### src/rtl/rf_wb_sched.sv
`timescale 1ns/1ps
// rf_wb_sched
// Write-back scheduler and port controller for the single-write-port
// accumulator register file (entry 0 is the accumulator). Three requesters
// share the one write port and the shared read/write index:
//   - ALU result write-back      (alu_*)
//   - data-memory load write-back (ld_*)
//   - two-cycle Acc <-> Rn swap   (swp_*)
// Grant priority in IDLE is: starving ALU, then load, then swap, then ALU.
//
// Handshake: a transfer happens in a cycle where valid && ready are both
// high. ready is combinational from inputs and state and never waits for
// valid to go low. The payload only has to be stable in the transfer cycle,
// and the register file write commits at the closing posedge.
//
// Ports
//   CLK, Reset_n                  clock, synchronous active-low reset
//   alu_valid/alu_ready, alu_dest_acc, alu_idx, alu_data   ALU write-back
//   ld_valid/ld_ready, ld_idx, ld_data                      load write-back
//   swp_valid/swp_ready, swp_idx                            swap request
//   rd_idx                        datapath operand read index
//   rd_ok                         rf_Reg_out currently reflects rd_idx
//   rf_Acc_out, rf_Reg_out        register file read data
//   rf_RegWrite, rf_AccWrite      register file write enables
//   rf_reg_index, rf_writeValue   register file index and write data
//   swap_busy                     high during the second swap cycle
//   dbg_state                     FSM state (0 = IDLE, 1 = SWAP2)
module rf_wb_sched #(
  parameter int W      = 8,
  parameter int D      = 4,
  parameter int STARVE = 4
) (
  input  logic         CLK,
  input  logic         Reset_n,
  input  logic         alu_valid,
  output logic         alu_ready,
  input  logic         alu_dest_acc,
  input  logic [D-1:0] alu_idx,
  input  logic [W-1:0] alu_data,
  input  logic         ld_valid,
  output logic         ld_ready,
  input  logic [D-1:0] ld_idx,
  input  logic [W-1:0] ld_data,
  input  logic         swp_valid,
  output logic         swp_ready,
  input  logic [D-1:0] swp_idx,
  input  logic [D-1:0] rd_idx,
  output logic         rd_ok,
  input  logic [W-1:0] rf_Acc_out,
  input  logic [W-1:0] rf_Reg_out,
  output logic         rf_RegWrite,
  output logic         rf_AccWrite,
  output logic [D-1:0] rf_reg_index,
  output logic [W-1:0] rf_writeValue,
  output logic         swap_busy,
  output logic         dbg_state
);

  typedef enum logic {IDLE = 1'b0, SWAP2 = 1'b1} state_t;

  localparam logic [3:0] STARVE_C = 4'(STARVE);

  state_t       state_q, state_d;
  logic [3:0]   wait_cnt_q, wait_cnt_d;
  logic [W-1:0] acc_tmp_q;
  logic [D-1:0] swp_idx_q;

  logic in_idle, in_swap2, starve_win;
  logic alu_to_acc, ld_to_acc, swap_start;

  // ---------------------------------------------------------------- state
  always_ff @(posedge CLK) begin
    if (!Reset_n) begin
      state_q    <= IDLE;
      wait_cnt_q <= '0;
      acc_tmp_q  <= '0;
      swp_idx_q  <= '0;
    end else begin
      state_q    <= state_d;
      wait_cnt_q <= wait_cnt_d;
      if (swap_start) begin
        acc_tmp_q <= rf_Acc_out;
        swp_idx_q <= swp_idx;
      end
    end
  end

  // ---------------------------------------------------------- next state
  always_comb begin
    state_d = state_q;
    case (state_q)
      IDLE:    if (swap_start) state_d = SWAP2;
      SWAP2:   state_d = IDLE;
      default: state_d = IDLE;
    endcase
  end

  // ALU wait counter saturates at STARVE; it keeps counting while a swap
  // holds the port, so a swap can delay a starving ALU by one extra cycle.
  always_comb begin
    wait_cnt_d = wait_cnt_q;
    if (!alu_valid || alu_ready)
      wait_cnt_d = '0;
    else if (wait_cnt_q != STARVE_C)
      wait_cnt_d = wait_cnt_q + 4'd1;
  end

  // -------------------------------------------------------------- grants
  // Reset forces every grant low so nothing is written while held in reset;
  // this also drops the pending second swap write.
  assign in_idle    = Reset_n && (state_q == IDLE);
  assign in_swap2   = Reset_n && (state_q == SWAP2);
  assign starve_win = alu_valid && (wait_cnt_q == STARVE_C);

  assign alu_ready = in_idle && alu_valid && (starve_win || (!ld_valid && !swp_valid));
  assign ld_ready  = in_idle && ld_valid && !starve_win;
  assign swp_ready = in_idle && swp_valid && !ld_valid && !starve_win;

  assign alu_to_acc = alu_dest_acc || (alu_idx == '0);
  assign ld_to_acc  = (ld_idx == '0);
  // A swap with index 0 is accepted but is a no-op.
  assign swap_start = swp_ready && (swp_idx != '0);

  // --------------------------------------------------------------- index
  // Kept apart from the write-data process: the first swap cycle reads Rn
  // through rf_Reg_out, which depends on this index.
  always_comb begin
    rf_reg_index = rd_idx;
    if (alu_ready && !alu_to_acc) rf_reg_index = alu_idx;
    if (ld_ready && !ld_to_acc)   rf_reg_index = ld_idx;
    if (swap_start)               rf_reg_index = swp_idx;
    if (in_swap2)                 rf_reg_index = swp_idx_q;
  end

  // ------------------------------------------------ write enables / data
  always_comb begin
    rf_RegWrite   = 1'b0;
    rf_AccWrite   = 1'b0;
    rf_writeValue = '0;
    if (alu_ready) begin
      rf_AccWrite   = alu_to_acc;
      rf_RegWrite   = !alu_to_acc;
      rf_writeValue = alu_data;
    end
    if (ld_ready) begin
      rf_AccWrite   = ld_to_acc;
      rf_RegWrite   = !ld_to_acc;
      rf_writeValue = ld_data;
    end
    if (swap_start) begin
      // Cycle 1: Acc <= Rn, old Acc saved in acc_tmp.
      rf_AccWrite   = 1'b1;
      rf_writeValue = rf_Reg_out;
    end
    if (in_swap2) begin
      // Cycle 2: Rn <= old Acc.
      rf_RegWrite   = 1'b1;
      rf_writeValue = acc_tmp_q;
    end
  end

  assign rd_ok     = (rf_reg_index == rd_idx);
  assign swap_busy = in_swap2;
  assign dbg_state = state_q;

endmodule

### config.mk
export PLATFORM = sky130hd
export DESIGN_NAME = rf_wb_sched
export DESIGN_NICKNAME = d
export VERILOG_FILES = /design/src/rtl/rf_wb_sched.sv
export SDC_FILE = /design/constraint.sdc
export NUM_CORES = 1
export LEC_CHECK = 0
export CORE_AREA = 2 2 68 70
export CTS_BUF_LIST = sky130_fd_sc_hd__clkbuf_4
export CTS_CLUSTER_DIAMETER = 60
export DETAILED_ROUTE_END_ITERATION = 16
export DIE_AREA = 0 0 70 72
export PLACE_DENSITY = 0.71
export SLEW_MARGIN = 40
export SYNTH_ARGS = -nofsm -noshare
export SYNTH_HDL_FRONTEND = slang
export SYNTH_SLANG_ARGS = --single-unit
### constraint.sdc
create_clock -name CLK -period 4.1 [get_ports CLK]
set_input_delay 0.615 -clock CLK [delete_from_list [all_inputs] [get_ports CLK]]
set_output_delay 0.615 -clock CLK [all_outputs]
set_load 0.01 [all_outputs]
* After elaboration in Yosys (flattened, before gate mapping)
Cells that the tools add are included.
** Storage, ports and cells
- Input port bits :: 54
- Flip-flop bits (word level) :: 17
- Word-level logic and storage cells :: 53
- Output and inout port bits :: 20
** Cells by class
- Eq/ne operators :: 3
- Bitwise operators :: 2
- Reductions and logical operators :: 27
- Add/sub/neg operators :: 1
- Muxes and demuxes :: 16
** Operators with widths (count)
- 8-bit two-way mux :: 4
- 4-bit two-way mux :: 4
- 1-bit logical AND :: 14
- 4-bit zero test :: 2
- 1-bit two-way mux :: 7
- 1-bit zero test :: 6
- 4-bit by 1-bit adder with 4-bit output (second input constant) :: 1
- 4-bit by 3-bit == test with 1-bit output (second input constant) :: 1
- 4-bit == test :: 1
- 4-bit by 3-bit != test with 1-bit output (second input constant) :: 1
- 4-bit nonzero test :: 1
- 1-bit logical OR :: 3
- 1-bit NOT :: 2
- 1-bit one-hot mux with 2 select lines :: 1
- 2-bit OR reduction :: 1

* Longest topological paths before layout
Gate-level depths: netlist (run 1).
- Depth in word-level cells :: 10
- Mapped depth :: 10
- Mapped depth without buffers :: 8

* Least setup slack after synthesis (run 1)
OpenSTA, ideal clock, no wires.
- Kind :: in2out
- Start :: input port alu_idx[2]
- End :: output port rd_ok
- Stages :: 6
- Required time :: 3.485 ns
- Slack :: 1.333 ns
- Path buffers :: 0
- Data arrival time :: 2.152 ns
- Path through :: or4_1 o211ai_2 mux2i_1 mux2_1 nor2_1 nor4_2
** On the way
- Longest elaborated chain between the ends :: 9
** RTL lines
- from (decl) :: RTL line 38 : input logic [D-1:0] alu_idx,
- 4-bit zero test :: RTL line 119 : assign alu_to_acc = alu_dest_acc || (alu_idx == '0);
- 1-bit logical OR :: RTL line 119
- 1-bit zero test :: RTL line 129 : if (alu_ready && !alu_to_acc) rf_reg_index = alu_idx;
- 1-bit logical AND :: RTL line 129
- 4-bit two-way mux * :: RTL line 129
- 4-bit two-way mux * :: RTL line 130 : if (ld_ready && !ld_to_acc) rf_reg_index = ld_idx;
- 4-bit two-way mux * :: RTL line 131 : if (swap_start) rf_reg_index = swp_idx;
- 4-bit two-way mux * :: RTL line 132 : if (in_swap2) rf_reg_index = swp_idx_q;
- 4-bit == test * :: RTL line 162 : assign rd_ok = (rf_reg_index == rd_idx);
- to (decl) :: RTL line 48 : output logic rd_ok,
Every way passes the cells marked *; elsewhere a longest branch is shown, timed or not.

* Final worst setup path (run 1)
- Start :: input port alu_idx[1]
- End :: output port rd_ok
Same word-level chain as after synthesis.

==> results of run 1 <==
-- cell usage after synthesis (3+ instances only) --
library cell	instances	share of area, %
a21oi_1	11	3.7
nand2_1	41	10
nor3_1	11	3.7
o21a_1	7	3.5
mux2i_1	4	2.7
buf_2	4	1.3
a21boi_0	3	1.5
o211ai_1	4	2.0
o32a_1	3	2.0
a22oi_1	4	2.0
a21boi_1	6	3.0
or4_1	3	1.5
nand2b_1	4	1.7
a41o_1	4	2.7
dfxtp_1	17	23
inv_1	5	1.2
o311ai_0	3	1.7
mux2_1	3	2.2
nor2_1	15	3.7
a222oi_1	8	5.3
clkbuf_1	5	1.2
nor2b_1	5	2.1
-- per-stage QoR --
stage	setup slack (ns)	instances	hold slack (ns)
CTS	0.309	324	0.459
detailed placement	0.316	320	0.446
global placement	0.314	320	0.441
finish	0.310	324	0.457
floorplan	1.33	200	0.434
global route	0.204	324	0.484
-- registers in the layout (all words and copies together) (netlist names) --
name and cells:
acc_tmp_q 8, dbg_state 1, swp_idx_q 4, wait_cnt_q 4
-- final cells by class --
cell class              count  area share (%)
well taps                  52            2.80
repair buffers             78            33.1
clock buffers               4            1.29
multi-input cells         167            47.1
flip-flops and latches     17            14.7
inverters                   6           0.971
-- worst max path at each step --
| stage | start | to | slack, ns |
|---|---|---|---|
| after floorplan | alu_idx[2] | rd_ok | 1.33 |
| after global placement | alu_idx[2] | rd_ok | 0.31 |
| after detailed placement | alu_idx[2] | rd_ok | 0.32 |
| after CTS | alu_idx[2] | rd_ok | 0.31 |
| after global routing | alu_idx[1] | rd_ok | 0.20 |
| final | alu_idx[1] | rd_ok | 0.31 |
-- per-layer routing --
| metal | up-vias | track usage (%) | wire length [um] |
|---|---|---|---|
| li1 | 896 | - | - |
| met1 | 852 | 26.3 | 2100 |
| met2 | 54 | 33.8 | 2330 |
| met3 | 2 | 2.36 | 235 |
| met4 | 0 | 4.06 | 18 |
| met5 | - | 0 | 0 |
-- power by group through the flow --
stage / combinational [mW] / sequential (mW) / clock, mW
floorplan: 0.0884 / 0.177 / 0
global placement: 0.192 / 0.178 / 0
detailed placement: 0.193 / 0.178 / 0
CTS: 0.194 / 0.174 / 0.0987
global route: 0.212 / 0.175 / 0.105
finish: 0.194 / 0.174 / 0.0954
-- layout by cell type (no fill, tap or decap), drive strengths merged, types with 4 or more instances in the layout --
| master | netlist | routed |
|---|---|---|
| clkdlybuf4s50 | 0 | 73 |
| nand2 | 41 | 41 |
| dfxtp | 17 | 17 |
| nor2 | 15 | 15 |
| nor3 | 13 | 13 |
| a21oi | 11 | 11 |
| a21boi | 9 | 9 |
| a222oi | 8 | 8 |
| o21a | 7 | 7 |
| inv | 6 | 6 |
| nor2b | 5 | 5 |
| buf | 5 | 5 |
| o211ai | 5 | 5 |
| mux2i | 4 | 4 |
| nand2b | 4 | 4 |
| a41o | 4 | 4 |
| a22oi | 4 | 4 |
| clkbuf | 5 | 4 |
| or4 | 4 | 4 |
| o32a | 4 | 4 |
-- worst max-delay path, delay by kind of cell --
| kind | cells | cell delay [ns] |
|---|---|---|
| AO/OA/AOI/OAI | 1 | 0.18 |
| buffers and inverters | 2 | 0.91 |
| multiplexers | 2 | 0.69 |
| AND/OR/NAND/NOR | 3 | 0.77 |
-- cells by family after synthesis --
family          share of synthesized area [%]
buf+inv                                  4.82
mux                                      4.90
flops                                    22.6
xor+xnor                                 1.16
compound gates                           31.0
simple gates                             33.9
fa+ha+maj                                1.66
==> impl_metrics.json, run 1 <==
{
  "synth_edf_count": 0,
  "firstDrtPassIters": 4,
  "cts_sinks": 17,
  "cts_tree": "built",
  "path_cells": "clkdlybuf4s50_1 -> or4_1 -> o211ai_2 -> mux2i_1 -> mux2_1 -> nor2_1 -> nor4_2 -> clkdlybuf4s50_1",
  "diodes": 0,
  "crit_fanout": 5,
  "final_util_pct": 54.4,
  "die_area_um2": 5040,
  "finalMaxSlewViolations": 0,
  "holdPathEnd": "acc_tmp_q[2]",
  "die_width_um": 70,
  "p_per_area_nw_per_um2": 200,
  "path_class": "in2out",
  "wl_per_cell_um": 14.5,
  "drt-vias-per-instance": 5.57,
  "end_kind": "primary output",
  "reg2reg_to": "acc_tmp_q[7]",
  "dr_total_vias": 1804,
  "antenna_found_initial": 0,
  "multi_input_area_um2": 1090,
  "fillers": 423,
  "cts_made_buffers": 3,
  "path_clk_slew_ns": 0.09,
  "final_area_um2": 2320,
  "grt_setup_unrepaired": "no",
  "drive_above_1_share_pct": 7.35,
  "critPathArrivalTime_ns": 3.17,
  "drcViolationCount": 0,
  "r2r-start": "wait_cnt_q[0]",
  "fmaxAchievable_mhz": 264,
  "place_congestion": 0.991,
  "p_sw_uw": 137,
  "portBuffers": 73,
  "maxCapViolCount": 0,
  "crit_required_ns": 3.48,
  "critPathSlowestCell": "or4_1",
  "dr.first_iter.drc_count": 125,
  "async_flop_share_pct": 0,
  "track_usage_pct": 19.5,
  "placed_area_um2": 2290,
  "hpwl_um": 3750,
  "syn_nets": 256,
  "initial_utilization_pct": 35.3,
  "totalWireLength_um": 4690,
  "synth_ff_type": "dfxtp_1",
  "internal_power_uw": 326,
  "hold_viol_final": 0,
  "slowest_delay_ns": 0.56,
  "cp-start-kind": "input port",
  "seq_power_share_pct": 37.6,
  "timing.reg2reg.setup_slack_ns": 2.27,
  "syn2layout_area_growth_pct": 54.0,
  "rows": 24,
  "ctsLongestPathBuffers": 2,
  "p_clk_share_pct": 20.6,
  "grt_first_pass_wirelength_um": 8160,
  "fin_crit_sh_pct": 92.4,
  "grt_overflow": 0,
  "regArea_um2": 340,
  "clockRootBuffer": "clkbuf_4",
  "cts_resized": 0,
  "ir_drop_v": 0.000165,
  "hp-start": "acc_tmp_q[2]",
  "min_path_type": "reg2reg",
  "core_area_um2": 4260,
  "grt_pass1_vias": 1750,
  "syn_area_per_cell_um2": 7.53,
  "synth-seq-cells": 17,
  "fin_setup_tns_ns": 0,
  "min_path_cells": 2,
  "fin_worst_skew_ns": 0.00633,
  "die_y_um": 72,
  "grt_max_degree": 18,
  "p_comb_share_pct": 41.8,
  "min_period_ns": 3.79,
  "ios": 74,
  "relSlewSlack_pct": 70.8,
  "yosysSeqAreaShare_pct": 22.6,
  "ys_warn_count": 0,
  "total_power_uw": 463,
  "p_leak_nw": 0.911,
  "worst_slew_pin_slew_ns": 0.438,
  "status": "finished clean",
  "nNetsFinal": 329,
  "h-tree-depth": 1,
  "worst_path_most_repeated_cell": "clkdlybuf4s50_1",
  "syn-instance-count": 200,
  "reg2regPathDepth": 8,
  "cts_hold_buf": 0,
  "setup_viol": 0,
  "clk_latency_ns": 0.29,
  "ant_nets": 0,
  "synth_cell_types": 46,
  "power.share.switching_pct": 29.6,
  "syn_area_um2": 1510,
  "cts_setup_buffers": 0
}
No activity file was read; power rests on OpenSTA's default activity.
==> inputs of run 2 (changes only) <==
--- a/config.mk
+++ b/config.mk
@@ -11,7 +11,7 @@
 export DETAILED_ROUTE_END_ITERATION = 16
 export DIE_AREA = 0 0 70 72
 export PLACE_DENSITY = 0.71
-export SLEW_MARGIN = 40
+export SLEW_MARGIN = 5
 export SYNTH_ARGS = -nofsm -noshare
 export SYNTH_HDL_FRONTEND = slang
 export SYNTH_SLANG_ARGS = --single-unit
==> results of run 2 <==
No change in the layout: final DEF, timing and power equal those of run 1.
==> inputs of run 3 (changes only) <==
--- a/config.mk
+++ b/config.mk
@@ -10,8 +10,9 @@
 export CTS_CLUSTER_DIAMETER = 60
 export DETAILED_ROUTE_END_ITERATION = 16
 export DIE_AREA = 0 0 70 72
-export PLACE_DENSITY = 0.71
+export PLACE_DENSITY = 0.81
 export SLEW_MARGIN = 5
 export SYNTH_ARGS = -nofsm -noshare
 export SYNTH_HDL_FRONTEND = slang
 export SYNTH_SLANG_ARGS = --single-unit
+export TNS_END_PERCENT = 30
==> impl_metrics.json, run 3 (same netlist as run 1, synthesis figures left out) <==
{
  "status": "finished clean",
  "cp_num_buf_inv": 2,
  "fillers": 399,
  "clockRootBuffer": "clkbuf_4",
  "layout_common_cells": "clkdlybuf4s50_1 (73), nand2_1 (41), dfxtp_1 (17), nor2_1 (15)",
  "p_per_area_nw_per_um2": 198,
  "ios": 74,
  "drcViolationCount": 0,
  "grt_setup_unrepaired": "no",
  "crit_required_ns": 3.48,
  "placed_area_um2": 2300,
  "nNetsFinal": 330,
  "drt-vias-per-instance": 5.58,
  "dp.cells": 321,
  "final_area_um2": 2330,
  "setup_slack_ns": 0.320,
  "grt_first_pass_wirelength_um": 7730,
  "clk_latency_ns": 0.28,
  "die_area_um2": 5040,
  "syn2layout_area_growth_pct": 54.5,
  "final_util_pct": 54.6,
  "ant_nets": 0,
  "antenna_found_initial": 0,
  "largest_reg_flops": 8,
  "cts_hold_buf": 0,
  "slowest_delay_ns": 0.58,
  "seq_power_share_pct": 37.8,
  "initial_utilization_pct": 35.3,
  "drive_above_1_share_pct": 7.69,
  "stdcell_count": 325,
  "dr.first_iter.drc_count": 109,
  "holdWs_ns": 0.465,
  "min_period_ns": 3.78,
  "min_path_type": "reg2reg",
  "diodes": 0,
  "fin_setup_tns_ns": 0,
  "ctsLongestPathBuffers": 2,
  "largestRegisters": "acc_tmp_q: 8 flops, swp_idx_q: 4 flops, wait_cnt_q: 4 flops",
  "hpwl_um": 3680,
  "path_clk_slew_ns": 0.09,
  "path_class": "in2out",
  "regMostFlops": "acc_tmp_q",
  "relSlewSlack_pct": 68.8,
  "rows": 24,
  "p_clk_share_pct": 20.2,
  "cp-start-kind": "input port",
  "ir_drop_v": 0.000179,
  "wl_per_cell_um": 14.2,
  "setup_viol": 0,
  "cts_sinks": 17,
  "track_usage_pct": 18.6,
  "internal_power_uw": 327,
  "end_kind": "primary output",
  "fmaxAchievable_mhz": 265,
  "die_y_um": 72,
  "firstDrtPassIters": 5,
  "place_ws_ns": 0.297,
  "worst_path_most_repeated_cell": "clkdlybuf4s50_1",
  "grt_max_degree": 18,
  "cts_setup_buffers": 0,
  "h-tree-depth": 1,
  "dr_total_vias": 1812,
  "fin_crit_sh_pct": 92.2,
  "power.share.switching_pct": 29.3,
  "cts_tree": "built",
  "hold_viol_final": 0,
  "grt_pass1_vias": 1690,
  "critPathSlowestCell": "or4_1",
  "fin_worst_skew_ns": 0.00151,
  "total_power_uw": 462,
  "path_cells": "clkdlybuf4s50_1 -> or4_1 -> o211ai_2 -> mux2i_1 -> mux2_1 -> nor2_1 -> nor4_2 -> clkdlybuf4s50_1",
  "maxCapViolCount": 0,
  "worst_slew_pin_slew_ns": 0.468,
  "crit_fanout": 5,
  "p_leak_nw": 0.916,
  "portBuffers": 73,
  "core_area_um2": 4260,
  "grt_overflow": 0,
  "p_comb_share_pct": 42.0,
  "critPathArrivalTime_ns": 3.16,
  "die_width_um": 70,
  "p_sw_uw": 135,
  "cts_resized": 0,
  "cts_made_buffers": 3,
  "finalMaxSlewViolations": 0,
  "totalWireLength_um": 4600,
  "final_common_cell": "clkdlybuf4s50_1",
  "place_congestion": 0.822,
  "crit_family": "buffers and inverters"
}
[run 3: cell types whose count changed in the layout (fill, tap and decap cells not counted), sizes merged]
cell,before,now
buf,5,6
[run 3: tightest hold or removal path, delay by kind of cell, from the launching register on]
| kind | cells | cell delay, ns |
|---|---|---|
| AND/OR/NAND/NOR | 1 | 0.05 |
| AO/OA/AOI/OAI | 1 | 0.05 |
| flip-flops | 1 | 0.32 |
[run 3: area by class of cell]
class	instances	area (um2)	share of cell area, %
multi-input cells	167	1090	47.0
repair buffers	79	776	33.3
flip-flops and latches	17	340	14.6
well taps	52	65.1	2.80
clock buffers	4	30.0	1.29
inverters	6	22.5	0.968
[run 3: final timing paths]
kind / from / end / slack [ns] / cells past startpoint
worst max-delay path: alu_idx[2] / rd_ok / 0.32 / 8
worst min register to register: acc_tmp_q[3] / acc_tmp_q[3] / 0.46 / 2
worst max register to register: wait_cnt_q[0] / acc_tmp_q[0] / 2.23 / 8
worst min-delay path: acc_tmp_q[3] / acc_tmp_q[3] / 0.46 / 2
[run 3: power groups by stage]
stage                     Sequential, mW  Combinational (mW)  Clock (mW)
after detailed placement           0.179               0.192           0
after CTS                          0.175               0.194      0.0958
after global placement             0.178               0.191           0
after floorplan                    0.177              0.0884           0
after global routing               0.175               0.211       0.104
final                              0.175               0.194      0.0934
[run 3: layer usage]
metal,wire length [um],vias up,track usage [%]
met4,46,0,4.49
met2,2220,54,31.0
met1,2080,846,24.0
met3,259,6,5.14
met5,0,-,0
li1,-,906,-
